--- config.mk ---
export PLATFORM = sky130hd
export DESIGN_NAME = crc16_byte_update
export DESIGN_NICKNAME = d
export VERILOG_FILES = /design/src/rtl/crc16_pkg.sv /design/src/rtl/crc16_byte_update.sv
export SDC_FILE = /design/constraint.sdc
export NUM_CORES = 1
export LEC_CHECK = 0
export ABC_AREA = 1
export CAP_MARGIN = 20
export CORE_MARGIN = 1.5
export CORE_UTILIZATION = 37
export DETAILED_ROUTE_END_ITERATION = 10
export PLACE_DENSITY = 0.78
export SYNTH_ARGS = -nofsm -noshare
export SYNTH_HDL_FRONTEND = slang
export SYNTH_SLANG_ARGS = --single-unit
--- constraint.sdc ---
create_clock -name vclk -period 1.1
set_input_delay 0.165 -clock vclk [all_inputs]
set_output_delay 0.165 -clock vclk [all_outputs]
set_load 0.02 [all_outputs]
--- src/rtl/crc16_pkg.sv ---
// Shared definitions for the CRC-16 frame datapath: default polynomial and
// initial value, plus the frame-position state encoding used by the checker.
// No ports; imported by crc16_byte_update and crc16_frame_checker.
package crc16_pkg;

  localparam logic [15:0] DEF_POLY = 16'hBAAD;
  localparam logic [15:0] DEF_INIT = 16'h0000;

  // Position within the current frame: how many bytes the holding buffer has
  // seen (IDLE=0, ONE=1, TWO=2), PASS once payload bytes are flowing out.
  typedef enum logic [1:0] {
    IDLE = 2'd0,
    ONE  = 2'd1,
    TWO  = 2'd2,
    PASS = 2'd3
  } state_t;

endpackage

--- src/rtl/crc16_byte_update.sv ---
// Combinational byte-parallel CRC-16 step, MSB-first, non-reflected.
// Latency: zero cycles (pure logic). Backpressure: none, no handshake.
// Ports: crc (current register), data (byte), crc_next (updated register).
module crc16_byte_update
  import crc16_pkg::*;
#(
  parameter logic [15:0] POLY = DEF_POLY
) (
  input  logic [15:0] crc,
  input  logic [7:0]  data,
  output logic [15:0] crc_next
);

  // T(1 << i) = x^(16+i) mod POLY. T is linear over GF(2), so these eight
  // columns are the whole XOR matrix; they fold to constants at elaboration.
  function automatic logic [15:0] t_col(input int i);
    logic [15:0] r;
    r = 16'(1) << (i + 8);
    for (int k = 0; k < 8; k++) begin
      r = r[15] ? ((r << 1) ^ POLY) : (r << 1);
    end
    return r;
  endfunction

  logic [15:0] tcol [8];

  for (genvar gi = 0; gi < 8; gi++) begin : g_col
    assign tcol[gi] = t_col(gi);
  end

  logic [7:0]  idx;
  logic [15:0] acc;

  always_comb begin
    idx = crc[15:8] ^ data;
    acc = {crc[7:0], 8'h00};
    for (int i = 0; i < 8; i++) begin
      if (idx[i]) acc = acc ^ tcol[i];
    end
    crc_next = acc;
  end

endmodule

==> impl_results.md, run 1 <==
- Die Ht: 46.8 um
- Rows: 15
- Syn nets: 166
- Tool error: [ERROR DPL-0038] Utilization greater than 100%, impossible to legalize
- IO Count: 40
- Synth cell types: 11
- Die W: 46.8 um
- Syn Area/Cell: 5.00 um^2
- Yosys top cell area share: 43.3%
- Setup Buffers After CTS: 13
- Post-CTS Hold Buffers: 0
- Synth area leader: nand2_1
- Fail Step: 4_1_cts
- YS warnings: 0
- Post-detail-place hpwl: 2.01 mm
- Sequential area share after synthesis: 0%
- Area of the mapped netlist: 711 um^2
- Post-synthesis cell count: 142
- # resized after CTS: 288
- Top post-synthesis cells by area: nand2_1 43%, xor2_1 18%, inv_1 10%
- Number of port buffers: 40
- GP Congestion: 0.778
- Status: stopped before the end
- Starting density of the core: 40.3%
- Placed Cells: 220
[cell usage after synthesis (all sizes together)]
cell,n
xor2,16
inv,19
xnor2,6
nand4,2
nand2,85
nand3,13
nand3b,1
[metrics by stage]
step                area (um^2)  setup slack, ns  util, %  hold WS [ns]
floorplan                   872          -0.0651        -         0.543
global placement           1410            -1.16     80.1          1.51
detailed placement         1410            -1.24     80.1          1.52
[cell families after synthesis]
kind of cell  share of synthesized area, %
xor+xnor                              31.3
simple gates                          58.6
buf+inv                               10.0
==> run 2, diff against run 1 <==
--- a/config.mk
+++ b/config.mk
@@ -7,10 +7,10 @@
 export LEC_CHECK = 0
 export ABC_AREA = 1
 export CAP_MARGIN = 20
-export CORE_MARGIN = 1.5
-export CORE_UTILIZATION = 37
+export CORE_AREA = 2 2 63 65
 export DETAILED_ROUTE_END_ITERATION = 10
-export PLACE_DENSITY = 0.78
+export DIE_AREA = 0 0 65 67
+export PLACE_DENSITY_LB_ADDON = 0.15
 export SYNTH_ARGS = -nofsm -noshare
 export SYNTH_HDL_FRONTEND = slang
 export SYNTH_SLANG_ARGS = --single-unit
==> constraint.sdc (replaced) <==
create_clock -name vclk -period 1.4
set_input_delay 0.21 -clock vclk [all_inputs]
set_output_delay 0.21 -clock vclk [all_outputs]
set_load 0.02 [all_outputs]
==> run 2 against run 1 <==
  * The flow now finishes, with violations (negative setup slack)
  * Synthesized cell count unchanged
  * Area after synthesis unchanged
==> impl_results.md, run 2 <==
- Status: complete, but fails checks
- Failing checks: negative setup slack
- Element type at the critical path end: output port
- Vias: 1082
- Number of port buffers: 40 (unchanged)
- Initial antenna violation count: 0
- Die Ht: 67 um (+43%)
- Critical Path Sink: crc_next[2]
- Hold WS: 0.900 ns
- VDD IR max: 0.295 mV
- DRC: 0
- Critical path class: primary input to output port
- 1st-iter DRT viols: 18
- Layout net count: 233
- Global-route wire length before repair: 4.51 mm
- Commonest cells after routing, fill and taps aside: 32 x buf_6, 31 x nand2_2, 28 x nand2_1
- Synth Area in Compound Gates: 0% (unchanged)
- Max Clk Rate: 694 MHz
- PnR worst setup slack: -0.0406 ns
- Largest net degree at the start of global routing: 7
- Rows: 22 (+7)
- WP data arrival: 1.23 ns
- Synth Area in Simple Gates: 58.6% (unchanged)
- Critical Path RT: 1.19 ns
- Hold Path Class: primary input to output port
- Area of the mapped netlist: 711 um^2 (unchanged)
- Multiplexer share of the synthesized area: 0% (unchanged)
- Total congestion overflow: 0
- Routed len/inst: 12.2 um
- Layout cells sized above 1: 72.5%
- Ant diodes: 0
- Slew Limit Fails: 0
- Crit path time final: 1.44 ns
- Commonest non-fill, non-tap cell in the layout: buf_6
- # fillers: 297
- Die area: 4360 um^2
- Routed wl met3: 111 um
- Adder-cell share of the synthesized area: 0% (unchanged)
- Max Used Layer: met4
- Final setup vio count: 7
- YS warnings: 0 (unchanged)
- Post-synth top cells: 82 x nand2_1, 19 x inv_1, 15 x xor2_1
- DR vias/cell: 4.24
- CP Max Fanout: 6
- Most frequent cell after synthesis: nand2_1
- Starting density of the core: 19.7% (-21 points)
- Antenna Nets Post-Route: 0
- Critical Path Start Type: primary input
- Period utilisation layout: 103%
- Slew HR: 81.6%
- Clkbuf count: 0
- Met2 wire length: 1.89 mm
- Die W: 65 um (+39%)
- Setup Total Neg Slack: -0.176 ns
- DRT Wirelength: 3.12 mm
- Post-synthesis cell count: 142 (unchanged)
- RSZ-0062 raised after global routing: true
- Yosys top cell area share: 43.3% (unchanged)
- M1 WL: 1.08 mm
- Syn Area/Cell: 5.00 um^2 (unchanged)
- Core area: 3610 um^2
- GP Congestion: 0.821 (+5.5%)
- Top post-synthesis cells by area: nand2_1 43%, xor2_1 18%, inv_1 10%
- Register Area: 0 um^2
- Footprint of the multi-input gates: 1250 um^2
- PD cells: 638 nW/um^2
- Hold Path Depth: 4
- Synth area leader: nand2_1
- Post-detail-place hpwl: 2.02 mm (+0.55%)
- Post-synthesis xor/xnor area fraction: 31.3% (unchanged)
- Synth cell types: 11 (unchanged)
- Vias in the first global route: 1061
- 1st-pass router iterations: 4
- Max-cap violation count: 0
- P&R area growth vs syn: 195%
- Main combinational cell family by area after synthesis: simple AND/OR/NAND/NOR gates
- Worst-Margin Slew: 0.276 ns
- Tot GR Track Use: 12.7%
- Seq cells: 0
- Leakage power: 1.03 nW
- Worst Setup SP: crc[8]
- Syn nets: 166 (unchanged)
- IO Count: 40 (unchanged)
- Hold violation count in the final report: 0
- Sequential area share after synthesis: 0% (unchanged)
[run 2: cell counts after synthesis]
Identical to the previous run, type by type.
[run 2: worst min-delay path by stage]
stage | startpoint | endpoint
after floorplan | crc[1] | crc_next[9]
after global placement | crc[1] | crc_next[9]
after detailed placement | crc[1] | crc_next[9]
after CTS | crc[2] | crc_next[10]
after global routing | crc[5] | crc_next[13]
final | crc[5] | crc_next[13]
[run 2: area by class of cell]
cell class                 instances  share of cell area [%]
inverter                          19                    5.20
tap                               48                    2.87
multi-input combinational        123                    59.8
timing repair buffer              65                    32.1
[run 2: per-layer routing]
metal,vias to the layer above,global-route usage [%]
li1,551,-
met1,497,14.5
met2,30,26.2
met3,4,0.676
met4,0,1.33
met5,-,0
[run 2: cell families (layout without fill, tap and decap cells)]
family / count (synthesis) / in the layout
xor+xnor: 22 / 22
buf+inv: 19 / 84
simple gates: 101 / 101
[run 2: timing repair]
| item | CTS | global route |
|---|---|---|
| resized for setup | 232 | 109 |
| setup buffers | 6 | 1 |
| gates cloned | 0 | 0 |
| endpoints found under the setup margin | 16 | 15 |
| hold buffers | 0 | 0 |
| pin swaps | 55 | 53 |
[run 2: through the flow]
step / setup WS, ns / std cells / area [um^2] / power (mW) / util, %
2_1_floorplan: -0.0204 / 142 / 736 / 0.493 / -
3_3_place_gp: -0.936 / 249 / 1340 / 0.923 / 37.1
3_5_place_dp: -1.02 / 249 / 1340 / 0.939 / 37.1
4_1_cts: -0.0238 / 254 / 1600 / 1.09 / 44.4
5_1_grt: -0.112 / 255 / 2090 / 1.42 / 58.1
6_report: -0.0406 / 255 / 2090 / 1.34 / 58.1
[run 2: report_power, final]
part	leakage, nW	internal [mW]	switching, mW
clock network	0	0	0
logic	1.03	0.635	0.701
registers	0	0	0
[run 2: critical path, cell delays in order]
cell,delay (ns)
buf_12,0.12
nand2_2,0.11
nand2_8,0.10
nand2_2,0.09
nand4_1,0.21
nand2_2,0.14
nand2_1,0.05
nand2_1,0.07
buf_6,0.12
(Power assumes the default switching activity.)
==> run 3, diff against run 2 <==
--- a/config.mk
+++ b/config.mk
@@ -11,6 +11,7 @@
 export DETAILED_ROUTE_END_ITERATION = 10
 export DIE_AREA = 0 0 65 67
 export PLACE_DENSITY_LB_ADDON = 0.15
+export SLEW_MARGIN = 25
 export SYNTH_ARGS = -nofsm -noshare
 export SYNTH_HDL_FRONTEND = slang
 export SYNTH_SLANG_ARGS = --single-unit
==> results of run 3 <==
No change in the layout: final DEF, timing and power equal those of run 2.
